File: src/rtl/pret_pkg.sv
// Shared types and helpers for the PRET stream engine: FSM states, bit reversal,
// trailing-zero count and the derived width calculations.
package pret_pkg;

  typedef enum logic [1:0] {
    ST_IDLE = 2'd0,
    ST_RUN  = 2'd1,
    ST_OUT  = 2'd2
  } state_t;

  function automatic int calc_tw(input int w, input int n, input int nc, input int corr);
    return (corr != 0) ? (w + nc) : (w * n + nc);
  endfunction

  function automatic int calc_ew(input int w);
    return $clog2(w + 1);
  endfunction

  function automatic int calc_lw(input int tw);
    return tw + 1;
  endfunction

  // Reverses the low 'width' bits of value; width 0 yields 0.
  function automatic logic [31:0] bitrev(input logic [31:0] value, input int width);
    logic [31:0] rev;
    for (int i = 0; i < 32; i++) begin
      rev[31 - i] = value[i];
    end
    return (width <= 0) ? 32'd0 : (rev >> (32 - width));
  endfunction

  function automatic int trailing_zeros(input logic [31:0] value, input int width);
    int tz;
    tz = width;
    for (int i = 31; i >= 0; i--) begin
      if ((i < width) && value[i]) begin
        tz = i;
      end
    end
    return tz;
  endfunction

endpackage

File: src/rtl/pret_stream_prec.sv
// Combinational precision finder: per-group required precision, disjoint slice
// offsets and the total stream exponent E for the job currently offered.
module pret_prec import pret_pkg::*; #(
  parameter int W    = 8,
  parameter int N    = 2,
  parameter int NC   = 1,
  parameter int CORR = 1,
  parameter int EW   = calc_ew(W),
  parameter int PW   = calc_ew(calc_tw(W, N, NC, CORR))
) (
  input  logic [N*W-1:0]  Bxs,
  input  logic [EW-1:0]   prec_cap,
  output logic [N*EW-1:0] ell,
  output logic [N*PW-1:0] offs,
  output logic [PW-1:0]   e
);

  // Precision per group, running slice offset and total exponent.
  always_comb begin
    logic [W-1:0] grp;
    logic [W-1:0] val;
    int           cap;
    int           el;
    int           acc;
    grp = '0;
    for (int i = 0; i < N; i++) begin
      grp = grp | Bxs[i*W +: W];
    end
    cap  = (int'(prec_cap) > W) ? W : int'(prec_cap);
    acc  = 0;
    el   = 0;
    val  = '0;
    ell  = '0;
    offs = '0;
    for (int i = 0; i < N; i++) begin
      val = (CORR != 0) ? grp : Bxs[i*W +: W];
      if (val == '0) begin
        el = 0;
      end else begin
        el = W - trailing_zeros(32'(val), W);
        el = (el < cap) ? el : cap;
      end
      ell[i*EW +: EW]  = EW'(el);
      offs[i*PW +: PW] = (CORR != 0) ? '0 : PW'(acc);
      acc = acc + el;
    end
    e = (CORR != 0) ? PW'(el + NC) : PW'(acc + NC);
  end

endmodule

File: src/rtl/pret_stream.sv
// PRET job engine: accepts a binary job, drives bit-plane-counter streams for the
// minimum needed length, counts the kernel output and holds the normalised result.
module pret_stream import pret_pkg::*; #(
  parameter int  W    = 8,
  parameter int  N    = 2,
  parameter int  NC   = 1,
  parameter int  CORR = 1,
  localparam int TW   = calc_tw(W, N, NC, CORR),
  localparam int EW   = calc_ew(W),
  localparam int LW   = calc_lw(TW)
) (
  input  logic           clk,
  input  logic           rst,
  input  logic           in_valid,
  output logic           in_ready,
  input  logic [N*W-1:0] Bxs,
  input  logic [EW-1:0]  prec_cap,
  input  logic           abort,
  output logic           x_valid,
  output logic [N-1:0]   Xs,
  output logic [NC-1:0]  Xcs,
  input  logic           Z,
  output logic           out_valid,
  input  logic           out_ready,
  output logic [TW-1:0]  Bz,
  output logic [LW-1:0]  out_len
);

  localparam int PW = calc_ew(TW);

  state_t          state_r, state_nx_s;
  logic [TW-1:0]   cnt_r;
  logic [LW-1:0]   ones_r, len_r, olen_r, ones_fin_s;
  logic [TW-1:0]   bz_r, bz_nx_s;
  logic [N*W-1:0]  v_r, v_s;
  logic [N*EW-1:0] ell_r, ell_s;
  logic [N*PW-1:0] off_r, off_s;
  logic [PW-1:0]   e_r, e_s;
  logic            last_s;

  pret_prec #(
    .W(W), .N(N), .NC(NC), .CORR(CORR), .EW(EW), .PW(PW)
  ) u_prec (
    .Bxs      (Bxs),
    .prec_cap (prec_cap),
    .ell      (ell_s),
    .offs     (off_s),
    .e        (e_s)
  );

  assign in_ready  = (state_r == ST_IDLE);
  assign x_valid   = (state_r == ST_RUN);
  assign out_valid = (state_r == ST_OUT);
  assign Bz        = bz_r;
  assign out_len   = olen_r;

  // State register.
  always_ff @(posedge clk) begin
    if (rst) begin
      state_r <= ST_IDLE;
    end else begin
      state_r <= state_nx_s;
    end
  end

  // Next state; abort wins over stream completion and over the output handshake.
  always_comb begin
    state_nx_s = state_r;
    case (state_r)
      ST_IDLE: begin
        if (in_valid) begin
          state_nx_s = ST_RUN;
        end else begin
          state_nx_s = ST_IDLE;
        end
      end
      ST_RUN: begin
        if (abort) begin
          state_nx_s = ST_IDLE;
        end else if (last_s) begin
          state_nx_s = ST_OUT;
        end else begin
          state_nx_s = ST_RUN;
        end
      end
      ST_OUT: begin
        if (abort || out_ready) begin
          state_nx_s = ST_IDLE;
        end else begin
          state_nx_s = ST_OUT;
        end
      end
      default: state_nx_s = ST_IDLE;
    endcase
  end

  // Operand values truncated to their group precision.
  always_comb begin
    v_s = '0;
    for (int i = 0; i < N; i++) begin
      v_s[i*W +: W] = Bxs[i*W +: W] >> (W - int'(ell_s[i*EW +: EW]));
    end
  end

  // Stream bits: operand compares against its bit-reversed counter slice, constants tap the top bits.
  always_comb begin
    Xs  = '0;
    Xcs = '0;
    if (state_r == ST_RUN) begin
      for (int i = 0; i < N; i++) begin
        Xs[i] = 32'(v_r[i*W +: W]) >
                bitrev((32'(cnt_r) >> off_r[i*PW +: PW]) &
                       ((32'd1 << ell_r[i*EW +: EW]) - 32'd1),
                       int'(ell_r[i*EW +: EW]));
      end
      for (int k = 0; k < NC; k++) begin
        Xcs[k] = |(cnt_r & (TW'(1) << (int'(e_r) - NC + k)));
      end
    end else begin
      Xs  = '0;
      Xcs = '0;
    end
  end

  // Final-cycle detect and normaliser; an all-ones stream saturates instead of wrapping.
  always_comb begin
    last_s     = ({1'b0, cnt_r} == (len_r - LW'(1)));
    ones_fin_s = ones_r + LW'(Z);
    if (ones_fin_s == len_r) begin
      bz_nx_s = '1;
    end else begin
      bz_nx_s = TW'(ones_fin_s << (TW - int'(e_r)));
    end
  end

  // Job registers, stream counter, ones counter and the held result.
  always_ff @(posedge clk) begin
    if (rst) begin
      cnt_r  <= '0;
      ones_r <= '0;
      len_r  <= '0;
      olen_r <= '0;
      bz_r   <= '0;
      v_r    <= '0;
      ell_r  <= '0;
      off_r  <= '0;
      e_r    <= '0;
    end else begin
      case (state_r)
        ST_IDLE: begin
          if (in_valid) begin
            v_r    <= v_s;
            ell_r  <= ell_s;
            off_r  <= off_s;
            e_r    <= e_s;
            len_r  <= LW'(1) << e_s;
            cnt_r  <= '0;
            ones_r <= '0;
          end
        end
        ST_RUN: begin
          cnt_r  <= cnt_r + TW'(1);
          ones_r <= ones_fin_s;
          if (last_s && !abort) begin
            bz_r   <= bz_nx_s;
            olen_r <= len_r;
          end
        end
        default: begin
        end
      endcase
    end
  end

endmodule

File: config.mk
export PLATFORM = sky130hd
export DESIGN_NAME = pret_stream
export DESIGN_NICKNAME = d
export VERILOG_FILES = /design/src/rtl/pret_pkg.sv /design/src/rtl/pret_stream_prec.sv /design/src/rtl/pret_stream.sv
export SDC_FILE = /design/constraint.sdc
export NUM_CORES = 1
export LEC_CHECK = 0
export BUFFER_PORTS_ARGS = -buffer_cell sky130_fd_sc_hd__buf_2
export CELL_PAD_IN_SITES_DETAIL_PLACEMENT = 1
export CELL_PAD_IN_SITES_GLOBAL_PLACEMENT = 2
export CORE_AREA = 3 3 187 143
export DETAILED_ROUTE_END_ITERATION = 8
export DIE_AREA = 0 0 190 146
export PLACE_DENSITY_LB_ADDON = 0.1
export SETUP_SLACK_MARGIN = 0.1
export SYNTH_ARGS = -nofsm -noshare
export SYNTH_HDL_FRONTEND = slang
export SYNTH_HIERARCHICAL = 1
export SYNTH_SLANG_ARGS = --single-unit
File: constraint.sdc
create_clock -name clk -period 6 [get_ports clk]
set_input_delay 1.2 -clock clk [delete_from_list [all_inputs] [get_ports clk]]
set_output_delay 1.2 -clock clk [all_outputs]
set_load 0.01 [all_outputs]
==> summary.txt <==
Synth
  – Flop and latch count out of synthesis: 86
  – Syn Inst Count: 1,120
  – Post-synth ARST share: 0%
  – Complex-gate fraction of the synthesized area: 25.16%
  – Largest family of logic cells by synthesized area: simple AND/OR/NAND/NOR gates
  – XOR/XNOR share of the synthesized area: 5.005%
  – Synth Warn #: 6
  – Syn avg cell area: 7.343 sq um
  – Yosys cell types: 88
  – Post-Synth Simple-Gate Area: 25.57%
  – Adder-Cell Fraction of Synth Area: 6.694%
  – Synthesized area: 8224 sq um
  – Sequential share of the synthesized area: 20.93%
  – EDFF count, synth: 0
  – Top FF cell, synth: dfxtp_1
  – Synth top area cells: dfxtp_1 21%, ha_1 6.7%, mux2i_1 6.2%
  – Yosys top cell area share: 20.93%
  – Post-synthesis mux area share: 9.220%
  – Yosys top cell by area: dfxtp_1

Clocking
  – CTS clk-pin slew, worst paths: 80 ps
  – Total number of H-tree levels: 3
  – TritonCTS buffer count: 9
  – CTS tree: done
  – Root buf cell: clkbuf_16
  – CTS max path bufs: 2
  – Worst-skew pair later-pin latency: 360 ps
  – Clk sinks: 86

Timing
  – Endpoints failing hold: 0
  – F_max: 176.3 MHz
  – Unrepaired setup endpoints after global routing: yes
  – Worst-margin pin slew: 1003 ps
  – Post-layout minimum cycle time: 5673 ps
  – Final hold slack: 462.9 ps
  – Final Skew: 11.55 ps
  – # setup viols final: 0
  – Post-route setup TNS: 0 ps
  – Final WS setup: 327.1 ps
  – Slew headroom: 33.15%
  – Final period util: 94.55%
  – Max-slew violation count: 0

Power
  – PwrDens: 212.0 nW/um^2
  – Pleak: 3.364 nW
  – VDD IR max: 0.0001317 V

Placement
  – Routability cong.: 0.8294
  – # port buffers: 50
  – Post-Place Worst Slack: 246.4 ps
  – DP Cell Count: 1,455
  – Hpwl dp: 20.89 mm

Final layout
  – Synth-to-Final Area Change: 12.23%
  – Final #Nets: 1,200
  – Commonest non-fill, non-tap cell in the layout: nand2_1
  – Final Util: 36.98%
  – Final non-filler cell total: 1,473
  – Layout fillers: 3,074
  – Commonest non-fill, non-tap cells in the layout: 121 x nand2_1, 107 x nor2_1, 91 x a21oi_1
  – Ant diodes: 0
  – Share of layout cells above drive strength 1: 14.63%

Global routing
  – Pin count of the biggest net entering global routing: 87
  – Initial antenna violation count: 0
  – Grt total ovfl: 0
  – Vias in the first global route: 7,898
  – First-pass GRT wire length: 44.77 mm
  – GRT Resource Usage Total: 19.83%

Run status
  – Status: completed

Floorplanning
  – Die Width: 190 um
  – Core Area: 24,960 sq um
  – # rows: 50
  – Area of the die: 27,740 sq um
  – Chip Height: 146 um
  – Initial Util: 32.95%
  – Ports: 51

Min path
  – Hold Path Class: register to register

Detailed routing
  – Initial drt markers: 556
  – M1 WL: 15.88 mm
  – Routed wl met2: 10.95 mm
  – Max Used Layer: met4
  – DRT Pass-1 Iters: 4
  – Via count: 8,337
  – Met3 wire len: 842 um
  – DRT antenna net count: 0
  – Routed len/inst: 18.94 um
  – Via density: 5.660
  – DRC viols: 0
  – Final wirelength: 27.90 mm

Setup path
  – CP endpoint kind: output pin
  – Worst EP required: 4800 ps
  – Crit path max fanout: 6
  – Startpoint types: register
  – Flop2flop setup slack: 3000 ps
  – CP arrival: 4470 ps
  – Worst Setup Path Type: register to output pin

Flow run
  – Max-cap viol count: 0
stage by stage:
step / total power (W) / area (sq um)
final: 0.001957 / 9230
after global routing: 0.002092 / 9230
after CTS: 0.001956 / 9086
after detailed placement: 0.001291 / 8733
after global placement: 0.001291 / 8733
after floorplan: 0.001109 / 8250
synthesized netlist by cell type, drive strengths merged, types with 8 or more instances:
library cell / n
nand4: 12
a21oi: 95
mux2: 10
o22ai: 13
a31oi: 14
mux2i: 51
clkbuf: 55
nand2b: 13
o31ai: 9
and3: 9
xor2: 20
a2111oi: 8
o21a: 10
a22oi: 17
nor2b: 19
nor2: 108
a221oi: 10
a211oi: 19
xnor2: 27
nor4: 21
nand3: 37
o21ai: 47
buf: 36
dfxtp: 86
ha: 44
or3: 12
nand2: 122
nor3: 34
o211ai: 11
inv: 44
state kept, by name (all words and copies together), names as in the netlist:
name,flops
v_r,16
len_r,10
ones_r,10
out_len,10
Bz,9
cnt_r,9
ell_r,8
off_r,8
e_r,4
state_r,2
worst max-delay path, stage by stage, from the launching register on:
cell	delay, ps
dfxtp_2	360
inv_2	100
ha_4	170
ha_4	180
nand2b_1	110
ha_4	190
o2111a_1	150
o311a_1	360
mux4_2	510
or2_1	250
o21a_1	110
o211ai_1	180
ha_1	270
nor2b_1	130
o21a_1	160
o21ai_1	120
a21oi_1	80
o21bai_1	240
nor4_1	80
a31o_2	230
buf_2	130
power breakdown:
| part | leakage, nW | internal [W] | switching, W | total (W) |
|---|---|---|---|---|
| Sequential | 0.700 | 0.000593 | 0.0000439 | 0.000637 |
| Combinational | 2.51 | 0.000250 | 0.000419 | 0.000670 |
| Clock | 0.157 | 0.000371 | 0.000280 | 0.000651 |
| Total | 3.36 | 0.00121 | 0.000743 | 0.00196 |
worst paths after layout:
path | start | end | cells after the start
setup / recovery | ell_r[5] | Xs[1] | 20
hold / removal | v_r[9] | v_r[9] | 2
setup reg to reg | ones_r[0] | Bz[7] | 9
hold reg to reg | v_r[9] | v_r[9] | 2
timing repair:
item	4_1_cts	5_1_grt
cloned	0	0
resized for setup	5	35
pin swaps	0	5
hold buffers	0	0
setup endpoints to repair	2	2
setup buffers	0	2
metal layers:
layer	track usage [%]	vias to the layer above
met5	0	-
met1	32.64	4134
li1	-	4086
met4	3.472	0
met2	26.73	105
met3	2.889	12
kinds of logic after synthesis:
family,after synthesis
and+or+nand+nor,426
AOI/OAI and AO/OA,310
buffers and inverters,139
DFF,86
muxes,67
xor gates and xnor gates,47
adders and majority gates,44
other,1
area by class of cell:
class	count	area, sq um	area share (%)
Clock inverter	7	102.6	1.112
Multi-Input combinational cell	902	6067	65.73
Sequential cell	86	1730	18.75
Clock buffer	9	225.2	2.440
Timing Repair Buffer	83	501.7	5.436
Tap cell	338	422.9	4.582
Inverter	48	180.2	1.952
Note: power is estimated with default switching activity, not from simulation.
